`config.mk`:
```
export PLATFORM = sky130hd
export DESIGN_NAME = syn_run_ctrl
export DESIGN_NICKNAME = d
export VERILOG_FILES = /design/src/rtl/syn_run_ctrl_pkg.sv /design/src/rtl/syn_sat_counter.sv /design/src/rtl/syn_run_ctrl.sv
export SDC_FILE = /design/constraint.sdc
export NUM_CORES = 1
export LEC_CHECK = 0
export ABC_AREA = 1
export CELL_PAD_IN_SITES_DETAIL_PLACEMENT = 1
export CELL_PAD_IN_SITES_GLOBAL_PLACEMENT = 1
export CORE_MARGIN = 5
export CORE_UTILIZATION = 43
export CTS_CLUSTER_DIAMETER = 80
export DETAILED_ROUTE_END_ITERATION = 10
export PLACE_DENSITY = 0.93
export RECOVER_POWER = 25
export SLEW_MARGIN = 20
export SYNTH_ARGS = -nofsm -noshare
export SYNTH_HDL_FRONTEND = slang
export SYNTH_SLANG_ARGS = --single-unit
```
`constraint.sdc`:
```
create_clock -name clk -period 2.3 [get_ports clk]
set_input_delay 0.46 -clock clk [delete_from_list [all_inputs] [get_ports clk]]
set_output_delay 0.46 -clock clk [all_outputs]
set_load 0.02 [all_outputs]
```
`src/rtl/syn_run_ctrl_pkg.sv`:
```
// syn_run_ctrl_pkg: run-control state encodings and counter select codes.
package syn_run_ctrl_pkg;
  typedef enum logic [1:0] {
    RC_ST_PAUSE = 2'b00,
    RC_ST_RUN   = 2'b01,
    RC_ST_STEP  = 2'b10,
    RC_ST_HALT  = 2'b11
  } rc_state_e;
  localparam int RC_NUM_CNT = 8;
  localparam logic [2:0] RC_CNT_CYC = 3'd0;
  localparam logic [2:0] RC_CNT_BR  = 3'd1;
  localparam logic [2:0] RC_CNT_TKN = 3'd2;
  localparam logic [2:0] RC_CNT_JMP = 3'd3;
  localparam logic [2:0] RC_CNT_LU  = 3'd4;
  localparam logic [2:0] RC_CNT_PRD = 3'd5;
  localparam logic [2:0] RC_CNT_PRS = 3'd6;
  localparam logic [2:0] RC_CNT_BPH = 3'd7;
endpackage

```
`src/rtl/syn_sat_counter.sv`:
```
// syn_sat_counter: saturating up-counter with synchronous clear.
module syn_sat_counter #(
  parameter int CNT_W = 32
) (
  input  logic             clk,
  input  logic             rst,
  input  logic             inc,
  input  logic             clr,
  output logic [CNT_W-1:0] cnt
);
  logic [CNT_W-1:0] cnt_q, cnt_d;
  always_comb cnt_d = clr ? '0 : (inc && !(&cnt_q)) ? cnt_q + CNT_W'(1) : cnt_q;
  always_ff @(posedge clk) begin
    if (rst) cnt_q <= '0;
    else     cnt_q <= cnt_d;
  end
  assign cnt = cnt_q;
endmodule

```
`src/rtl/syn_run_ctrl.sv`:
```
// syn_run_ctrl: CPU run/pause/step/halt controller with breakpoint and event counters.
module syn_run_ctrl
  import syn_run_ctrl_pkg::*;
#(
  parameter int CNT_W = 32
) (
  input  logic             clk,
  input  logic             rst,
  input  logic             run_req,
  input  logic             pause_req,
  input  logic             step_req,
  input  logic             bp_en,
  input  logic [31:0]      bp_addr,
  input  logic [31:0]      pc_dbg,
  input  logic             halted,
  input  logic             is_branch,
  input  logic             branched,
  input  logic             jumped,
  input  logic             load_use,
  input  logic             predict,
  input  logic             predict_success,
  input  logic             cnt_clr,
  input  logic [2:0]       cnt_sel,
  output logic             cpu_en,
  output logic [1:0]       state,
  output logic             bp_hit,
  output logic [CNT_W-1:0] cnt_data
);
  rc_state_e state_q, state_d;
  logic skip_q, skip_d;
  logic [RC_NUM_CNT-1:0] inc;
  logic [CNT_W-1:0] cnt_val [RC_NUM_CNT];
  always_ff @(posedge clk) begin
    if (rst) begin
      state_q <= RC_ST_PAUSE;
      skip_q  <= 1'b0;
    end else begin
      state_q <= state_d;
      skip_q  <= skip_d;
    end
  end
  // skip masks the breakpoint on the first RUN cycle so resuming at the break address makes progress
  always_comb begin
    bp_hit  = bp_en && state_q == RC_ST_RUN && pc_dbg == bp_addr && !skip_q;
    cpu_en  = (state_q == RC_ST_RUN && !bp_hit) || state_q == RC_ST_STEP;
    state_d = state_q;
    if (halted)                                    state_d = RC_ST_HALT;
    else if (bp_hit)                               state_d = RC_ST_PAUSE;
    else if (state_q == RC_ST_RUN && pause_req)    state_d = RC_ST_PAUSE;
    else if (state_q == RC_ST_PAUSE && step_req)   state_d = RC_ST_STEP;
    else if (state_q == RC_ST_PAUSE && run_req)    state_d = RC_ST_RUN;
    else if (state_q == RC_ST_STEP)                state_d = RC_ST_PAUSE;
    skip_d = (state_q == RC_ST_PAUSE && state_d == RC_ST_RUN) ? 1'b1 :
             (state_q == RC_ST_RUN) ? 1'b0 : skip_q;
    inc = '0;
    inc[RC_CNT_CYC] = cpu_en;
    inc[RC_CNT_BR]  = cpu_en && is_branch;
    inc[RC_CNT_TKN] = cpu_en && branched;
    inc[RC_CNT_JMP] = cpu_en && jumped;
    inc[RC_CNT_LU]  = cpu_en && load_use;
    inc[RC_CNT_PRD] = cpu_en && predict;
    inc[RC_CNT_PRS] = cpu_en && predict_success;
    inc[RC_CNT_BPH] = bp_hit;
  end
  for (genvar g = 0; g < RC_NUM_CNT; g++) begin : g_cnt
    syn_sat_counter #(.CNT_W(CNT_W)) u_cnt (
      .clk (clk),
      .rst (rst),
      .inc (inc[g]),
      .clr (cnt_clr),
      .cnt (cnt_val[g])
    );
  end
  assign state    = state_q;
  assign cnt_data = cnt_val[cnt_sel];
endmodule

```
==> impl_metrics.yaml, run 1 <==
status:
  status: "aborted with a tool error"
  lastStage: "5_1_grt"
  error_line: "[ERROR GRT-0232] Routing congestion too high. Check the congestion heatmap in the GUI."
placement:
  gp_congestion: 1.05
  post_dp_cell_area_um2: 24400
  io_buffer_count: 116
  dpl.hpwl_mm: 81.5
  preCtsSetupSlack_ns: -0.905
synth:
  yosys_warnings: 0
  synth_top_family_by_area: "simple AND/OR/NAND/NOR gates"
  ys_seq_area_share_pct: 26.2
  synth_xor_area_share_pct: 9.25
  synth.net_count: 3385
  synthMuxAreaShare_pct: 0
  syn_avg_cell_area_um2: 6.00
  syn_area_um2: 19800
  netlist_instances: 3296
  yosys.area_share.simple_pct: 41.5
  synth_compound_area_share_pct: 13.1
  ys_seq_elements: 259
  ys_types: 40
  synth_fa_ha_area_share_pct: 0.506
floorplanning:
  pin_count: 117
  die_w_um: 224
  row_count: 78
  start_util_pct: 43.5
  die_y_um: 224
cts:
  cts_inserted_buffers: 35
  cts.path.max_buffers: 3
  clock-sinks: 259
  holdBufCountCts: 0
  cts_root_buf: "clkbuf_16"
  cts_max_level: 2
grt:
  grt_usage_pct: 75.3
  grt_max_degree: 51
  overflow: 145
## metrics by stage
| step | utilization [%] | std cells |
|---|---|---|
| 3_3_place_gp | 53.8 | 4259 |
| 2_1_floorplan | - | 3296 |
| 3_5_place_dp | 53.8 | 4259 |
| 4_1_cts | 59.2 | 4336 |
## cells by family after synthesis
group | count (synthesis)
XOR/XNOR | 209
buffers and inverters | 461
adder cells (fa/ha/maj) | 8
flip-flops | 259
AO/OA/AOI/OAI | 494
AND/OR/NAND/NOR | 1865
## what timing repair did
| action | CTS |
|---|---|
| setup buffers | 15 |
| pin swaps | 75 |
| gates resized for setup | 599 |
| gates cloned | 11 |
| hold endpoints to repair | 0 |
| setup endpoints to repair | 267 |
## cell usage after synthesis (all sizes together)
| master | n | share of area (%) |
|---|---|---|
| nor2 | 439 | 8.5 |
| o22ai | 9 | 0.28 |
| and2 | 4 | 0.13 |
| xnor2 | 40 | 1.8 |
| nand4 | 257 | 8.5 |
| nand2 | 904 | 17 |
| dfxtp | 259 | 26 |
| nor2b | 1 | 0.032 |
| a211oi | 1 | 0.038 |
| a221oi | 14 | 0.62 |
| o21bai | 3 | 0.11 |
| nand2b | 2 | 0.063 |
| nor3b | 3 | 0.11 |
| inv | 286 | 5.4 |
| a21oi | 308 | 7.8 |
| ha | 8 | 0.51 |
| buf | 72 | 2.0 |
| nand3 | 120 | 3.1 |
| a31oi | 32 | 1.0 |
| clkbuf | 102 | 1.9 |
| nand3b | 10 | 0.38 |
| and3b | 1 | 0.044 |
| nor3 | 118 | 3.2 |
| o211ai | 6 | 0.23 |
| o21ai | 121 | 3.1 |
| clkinv | 1 | 0.019 |
| nor4 | 5 | 0.16 |
| xor2 | 169 | 7.5 |
| or2 | 1 | 0.032 |
## metal layers
layer	global-route usage, %	GRT overflow
met1	73.4	1
met2	90.4	85
met3	61.7	2
met4	77.9	57
met5	35.6	0
==> inputs of run 2 (changes only) <==
--- a/config.mk
+++ b/config.mk
@@ -6,13 +6,10 @@
 export NUM_CORES = 1
 export LEC_CHECK = 0
 export ABC_AREA = 1
-export CELL_PAD_IN_SITES_DETAIL_PLACEMENT = 1
-export CELL_PAD_IN_SITES_GLOBAL_PLACEMENT = 1
 export CORE_MARGIN = 5
-export CORE_UTILIZATION = 43
-export CTS_CLUSTER_DIAMETER = 80
+export CORE_UTILIZATION = 34
 export DETAILED_ROUTE_END_ITERATION = 10
-export PLACE_DENSITY = 0.93
+export PLACE_DENSITY_LB_ADDON = 0.15
 export RECOVER_POWER = 25
 export SLEW_MARGIN = 20
 export SYNTH_ARGS = -nofsm -noshare
==> run 2 against run 1 <==
Against the previous run:
- the flow now finishes, with violations (setup timing)
- synthesized area is the same
- synthesized cell count is the same
==> impl_metrics.yaml, run 2 <==
final_layout:
  fin_nets: 3851
  layout_common_cells: "nand2_1 (874), buf_4 (443), nor2_1 (415)"
  largest_reg_flops: 256
  layout_commonest_cell: "nand2_1"
  fin_area_um2: 27600
  instances_no_fill: 4557
  final_layout_size_suffix_gt1_share_pct: 21.8
  area_growth_pct: 39.5
floorplanning:
  die_y_um: 251
  row_count: 88
  die_w_um: 251
  core-area_um2: 57700
  pin_count: 117
  start_util_pct: 34.3
  die_area_um2: 63100
timing:
  finalHoldViolCount: 0
  min_period_ns: 2.40
  finalWorstSetupSlack_ns: -0.0992
  relSlewSlack_pct: 61.3
  finalClockSkew_ns: 0.0355
  slew_violations: 0
  fmax_ghz: 0.417
  hold_ws_ns: 0.474
  finalCritPeriodShare_pct: 104
  rsz0062_at_grt: "yes"
  setup_viol: 25
  tightest_slew_ns: 0.574
worst_setup_path:
  slowest_delay_ns: 0.36
  regToRegSetupSlack_ns: 0.02
  cp-end-kind: "primary output"
  cp.arrival_ns: 1.94
  cp_num_buf_inv: 4
  crit_fanout: 3
  cp-start-kind: "flip-flop"
  worstReg2RegStart: "g_cnt[6].u_cnt.cnt[1]$_SDFFE_PP0P_"
  cpMaxStageDelayCell: "dfxtp_2"
  crit_chain: "inv_4 > a21oi_2 > o21ai_1 > o21ai_1 > buf_4 > nor2_4 > a31oi_2 > buf_4 > buf_6"
  crit_family: "buffers and inverters"
  reg2reg_to: "g_cnt[6].u_cnt.cnt[24]$_SDFFE_PP0P_"
  worst-endpoint-required_ns: 1.84
  startpoint: "g_cnt[5].u_cnt.cnt[16]$_SDFFE_PP0P_"
  reg2regPathDepth: 10
  crit_type: "reg2out"
cts:
  cts_root_buf: "clkbuf_16"
  cts_tree: "yes"
  clock-sinks: 259
  cts.path.max_buffers: 3
  clk_pin_slew_ns: 0.06
  cts_inserted_buffers: 37
  cts_max_level: 2
  clk_latency_ns: 0.58
pwr:
  switching_share_pct: 28.4
  power_density_nw_per_um2: 474
  switching_power_w: 0.00372
  seq_power_share_pct: 34.5
  p_comb_share_pct: 16.6
  p_leak_nw: 10.8
  ir_worst_vdd_mv: 0.446
  p_total_w: 0.0131
  clock_power_share_pct: 48.8
  p_int_w: 0.00936
placement:
  io_buffer_count: 116
  gp_congestion: 0.967
  dpl.hpwl_mm: 65.9
  post_dp_cell_area_um2: 24800
  place_inst: 4445
routing:
  firstDrtPassIters: 6
  routed_wl_mm: 87.0
  via_count: 23954
  drc_errors: 0
  drtAntennaViolNets: 0
  vias_per_cell: 5.26
  wl_per_cell_um: 19.1
  drt-initial-drc-count: 1969
grt:
  grt_max_degree: 73
  grt_pass1_wl_mm: 130
  overflow: 0
  top_usage_layer: "met2"
  antenna_found_initial: 2
  grt_usage_pct: 26.0
  met1_usage_pct: 36.1
  use_met3_pct: 5.17
  use_met2_pct: 40.5
  grt_pass1_vias: 22068
synth:
  yosysTopAreaCell: "dfxtp_1"
  synthTopCellsByArea: "dfxtp_1 (26%), nand2_1 (17%), nor2_1 (8.1%)"
  syn_area_um2: 19800
  ys.flop_type: "dfxtp_1"
  ys_seq_area_share_pct: 26.2
  yosysMostFrequentCell: "nand2_1"
  yosys_warnings: 0
  ys_types: 40
  synth.net_count: 3385
  async_reset_ff_share_pct: 0
  netlist_instances: 3296
  syn_avg_cell_area_um2: 6.00
  synth_top_area_share_pct: 26.2
  synth-edff-count: 0
  synth_commonest_cells: "nand2_1 (904), nor2_1 (428), a21oi_1 (308)"
  ys_seq_elements: 259
job:
  maxCapViolCount: 0
hold_path:
  min_path_cells: 2
  hp-start: "g_cnt[4].u_cnt.cnt[31]$_SDFFE_PP0P_"
  min-delay-path-class: "reg2reg"
  whs_endpoint: "g_cnt[4].u_cnt.cnt[31]$_SDFFE_PP0P_"
status:
  violations: "setup timing"
  status: "finished with violations"
==> run 2: cell counts after synthesis <==
Identical to the previous run, type by type.
==> run 2: worst register-to-register path, delay by kind of cell (launching register included) <==
family | cells | cell delay (ns)
AOI/OAI and AO/OA | 1 | 0.17
adders and majority gates | 1 | 0.26
buffers and inverters | 1 | 0.18
DFF | 1 | 0.40
and+or+nand+nor | 7 | 1.18
==> run 2: worst max-delay path by stage <==
stage | cells past startpoint | slack (ns) | to
floorplan | 5 | 0.04 | cnt_data[12]
global placement | 8 | -0.67 | cnt_data[9]
detailed placement | 11 | -0.65 | bp_hit
CTS | 9 | -0.09 | cnt_data[16]
global route | 9 | -0.18 | cnt_data[16]
finish | 9 | -0.1 | cnt_data[16]
==> run 2: power groups by stage <==
stage               clock, W  combinational, W  sequential, W
floorplan                  0          0.000902        0.00461
global placement           0           0.00189        0.00461
detailed placement         0           0.00188        0.00461
CTS                  0.00650           0.00199        0.00452
global route         0.00668           0.00230        0.00452
finish               0.00638           0.00217        0.00452
==> run 2: cells by family after synthesis <==
logic type	count (synthesis)	synth area share, %
simple gates	1865	41.5
compound gates	494	13.1
buf+inv	461	9.40
flops	259	26.2
xor+xnor	209	9.25
fa+ha+maj	8	0.506
==> run 2: metal layers <==
layer | vias to the layer above | part of all wire (%)
met2 | 869 | 44
li1 | 11924 | -
met5 | - | 0
met3 | 147 | 7.8
met4 | 0 | 3.6
met1 | 11014 | 45
==> run 2: area by class of cell <==
cell class              count  area (um^2)
repair buffers            601         5500
well taps                 765          957
clock inverters            14          253
fillers                  6073        30100
diodes                      2         5.00
flip-flops and latches    259         5250
inverters                 287         1130
multi-input cells        2576        13400
clock buffers              53         1090
==> run 2: per-stage QoR <==
stage | util (%) | setup TNS, ns | worst slack [ns]
after detailed placement | 43.0 | -130.23 | -0.654
final | 47.8 | -0.488 | -0.0992
after floorplan | - | 0 | 0.0402
after global routing | 47.8 | -14.48 | -0.176
after global placement | 43.0 | -127.47 | -0.669
after CTS | 46.4 | -0.239 | -0.0942
==> run 2: what timing repair did <==
| item | 4_1_cts | 5_1_grt |
|---|---|---|
| resized for setup | 416 | 192 |
| pin swaps | 44 | 45 |
| gates cloned | 4 | 9 |
| endpoints found under the setup margin | 100 | 149 |
| buffers inserted | 22 | 13 |
| hold buffers | 0 | 0 |
Note: power is estimated with default switching activity, not from simulation.
==> inputs of run 3 (changes only) <==
--- a/config.mk
+++ b/config.mk
@@ -6,6 +6,7 @@
 export NUM_CORES = 1
 export LEC_CHECK = 0
 export ABC_AREA = 1
+export ABC_CLOCK_PERIOD_IN_PS = 2300
 export CORE_MARGIN = 5
 export CORE_UTILIZATION = 34
 export DETAILED_ROUTE_END_ITERATION = 10
==> results of run 3 <==
No change in the layout: final DEF, timing and power equal those of run 2.
==> inputs of run 4 (changes only) <==
--- a/config.mk
+++ b/config.mk
@@ -9,6 +9,7 @@
 export ABC_CLOCK_PERIOD_IN_PS = 2300
 export CORE_MARGIN = 5
 export CORE_UTILIZATION = 34
+export CTS_CLUSTER_SIZE = 28
 export DETAILED_ROUTE_END_ITERATION = 10
 export PLACE_DENSITY_LB_ADDON = 0.15
 export RECOVER_POWER = 25
==> results of run 4 <==
No change in the layout: final DEF, timing and power equal those of run 2.
==> RTL change, RTL diff (config.mk and constraints of run 4) <==
Reset style: asynchronous (`rst`), changed in 2 clocked blocks.
--- a/src/rtl/syn_sat_counter.sv
+++ b/src/rtl/syn_sat_counter.sv
@@ -10,7 +10,7 @@
 );
   logic [CNT_W-1:0] cnt_q, cnt_d;
   always_comb cnt_d = clr ? '0 : (inc && !(&cnt_q)) ? cnt_q + CNT_W'(1) : cnt_q;
-  always_ff @(posedge clk) begin
+  always_ff @(posedge clk or posedge rst) begin
     if (rst) cnt_q <= '0;
     else     cnt_q <= cnt_d;
   end
--- a/src/rtl/syn_run_ctrl.sv
+++ b/src/rtl/syn_run_ctrl.sv
@@ -30,7 +30,7 @@
   logic skip_q, skip_d;
   logic [RC_NUM_CNT-1:0] inc;
   logic [CNT_W-1:0] cnt_val [RC_NUM_CNT];
-  always_ff @(posedge clk) begin
+  always_ff @(posedge clk or posedge rst) begin
     if (rst) begin
       state_q <= RC_ST_PAUSE;
       skip_q  <= 1'b0;
Formal check against the unedited RTL: differs if rst is asserted again (counterexample within 4 cycles, from zero or initial values and one cycle with rst high); with rst held inactive, the same outputs for 4 cycles.
==> RTL change against run 4 <==
The flow still finishes with violations (negative setup slack); die area is 7.2% higher; synthesized area is 7.5% higher; wire length increased by 7.0%; register-to-register slack better by 0.10 ns; clock power down 5.5%; first-iteration DRC count is 31% higher; total power shrank 5.3%; cell area rose by 7.3%; sequential cell count is the same; maximum frequency fell by 2.5%; highest routed layer unchanged; worst setup slack got worse by 0.061 ns; global-route usage increased by 0.38 points.
==> RTL change: results (changes against run 4) <==
| Metric | Value |
|---|---|
| First-pass GRT wire length | 139 mm (was 130 mm) |
| Number of nets produced by synthesis | 3,503 (was 3,385) |
| Detailed-placement wirelength estimate | 71.1 mm (was 65.9 mm) |
| Launching point of the worst reg2reg path | g_cnt[4].u_cnt.cnt[1] (was g_cnt[6].u_cnt.cnt[1]) |
| Maximum number of pins on one net before global-route repair | 88 (was 73) |
| Total negative slack for setup checks | -0.848 ns (was -0.488 ns) |
| Main flop type after synthesis | sky130_fd_sc_hd__dfrtp_1 (was sky130_fd_sc_hd__dfxtp_1) |
| Final cell count without fillers | 4,805 (was 4,557) |
| Cell leakage power | 14.0 nW (was 10.8 nW) |
| Final setup violation count | 12 (was 25) |
| Vias after detailed routing | 24.8k (was 24.0k) |
| Power density over the cells | 418 nW/µm² (was 474 nW/µm²) |
| Number of instances in the synthesized netlist | 3,414 (was 3,296) |
| Violated checks | negative setup slack (unchanged) |
| Worst setup margin | -0.160 ns (was -0.0992 ns) |
| TritonRoute pass-1 iters | 5 (was 6) |
| First element of the critical path | g_cnt[6].u_cnt.cnt[13] (was g_cnt[5].u_cnt.cnt[16]) |
| Asr flop ratio synth | 100% (was 0%) |
| Unique cell type count in the Yosys netlist | 39 (was 40) |
| Total detailed-routing wirelength | 93.1 mm (was 87.0 mm) |
| Leading post-synthesis cells by instance count | 1,004 x sky130_fd_sc_hd__nand2_1, 508 x sky130_fd_sc_hd__nor2_1, 352 x sky130_fd_sc_hd__nand3_1 (was 904 x sky130_fd_sc_hd__nand2_1, 428 x sky130_fd_sc_hd__nor2_1, 308 x sky130_fd_sc_hd__a21oi_1) |
| Switching share of power | 27.7% (was 28.4%) |
| Largest fanout of any net on the critical path | 4 (was 3) |
| Max-slew headroom at the worst pin | 42.1% (was 61.3%) |
| RePlAce Congestion | 1.00 (was 0.967) |
| Run status | complete, but fails checks (unchanged) |
| Initial DRC Count | 2,577 (was 1,969) |
| Vias in the first global route | 22.9k (was 22.1k) |
| Hold-critical path depth | 4 (was 2) |
| Largest cells by area after synthesis | sky130_fd_sc_hd__dfrtp_1 30%, sky130_fd_sc_hd__nand2_1 18%, sky130_fd_sc_hd__nor2_1 9.0% (was sky130_fd_sc_hd__dfxtp_1 26%, sky130_fd_sc_hd__nand2_1 17%, sky130_fd_sc_hd__nor2_1 8.1%) |
| Global-route total usage across every layer | 26.3% (was 26.0%) |
| FF-to-FF End | g_cnt[4].u_cnt.cnt[30] (was g_cnt[6].u_cnt.cnt[24]) |
| Worst-case hold path end point | g_cnt[7].u_cnt.cnt[16] (was g_cnt[4].u_cnt.cnt[31]) |
[RTL change: cell types whose count changed in the layout (fill, tap and decap cells not counted), sizes merged, moves of 108 or more]
cell   delta
dfrtp   +259
nand4   -148
nand3   +240
a21oi   -225
nand2   +108
dfxtp   -259
[RTL change: power groups by stage]
stage / logic (mW) / registers (mW) / clock network (mW)
global placement: 1.51 / 4.65 / 0
global route: 1.90 / 4.56 / 6.31
finish: 1.79 / 4.57 / 6.03
detailed placement: 1.52 / 4.65 / 0
floorplan: 0.718 / 4.65 / 0
CTS: 1.65 / 4.57 / 6.15
[RTL change: stage by stage]
step	worst slack (ns)	hold slack (ns)	power [mW]
floorplan	-1.57	0.492	5.37
global placement	-0.821	0.521	6.16
detailed placement	-0.830	0.527	6.16
CTS	-0.155	0.235	12.4
global route	-0.182	0.375	12.8
finish	-0.160	0.382	12.4
[RTL change: layer usage]
metal	GRT usage, %	vias up	wire (µm)
met5	0	-	0
met4	5.30	0	2190
li1	-	12100	-
met2	41.2	946	41200
met1	38.7	11700	42500
met3	4.07	113	7190
[RTL change: cell families after synthesis]
kind of cell,count (synthesis),share of synthesized area [%]
buffers and inverters,493,9.74
AO/OA/AOI/OAI,276,7.07
adder cells (fa/ha/maj),8,0.470
flip-flops,259,30.5
AND/OR/NAND/NOR,2172,43.8
XOR/XNOR,206,8.48
[RTL change: worst max path at each step]
stage | endpoint | slack [ns] | cells after the start
after floorplan | g_cnt[0].u_cnt.cnt[0] | -1.57 | 1
after global placement | cnt_data[22] | -0.82 | 8
after detailed placement | cnt_data[22] | -0.83 | 8
after CTS | cnt_data[13] | -0.15 | 5
after global routing | cnt_data[2] | -0.18 | 8
final | cnt_data[13] | -0.16 | 5
[RTL change: final cells by class]
| cell class | instances | area (µm²) |
|---|---|---|
| fill | 6451 | 32200 |
| multi-input combinational | 2662 | 13900 |
| sequential | 259 | 6500 |
| timing repair buffer | 657 | 5720 |
| inverter | 327 | 1250 |
| clock buffer | 52 | 1070 |
| tap | 837 | 1050 |
| clock inverter | 10 | 158 |
| antenna | 1 | 2.50 |
[RTL change: repair_timing]
action / CTS / global route
pin swaps: 86 / 85
cloned: 2 / 6
gates resized for setup: 459 / 241
setup buffers: 66 / 23
endpoints found under the setup margin: 34 / 107
endpoints found under the hold margin: 0 / 0
[RTL change: worst min-delay path: stages]
cell and delay (ns):
sky130_fd_sc_hd__buf_6 0.11, sky130_fd_sc_hd__inv_8 0.15, sky130_fd_sc_hd__nand2_1 0.13, sky130_fd_sc_hd__nor2_1 0.03
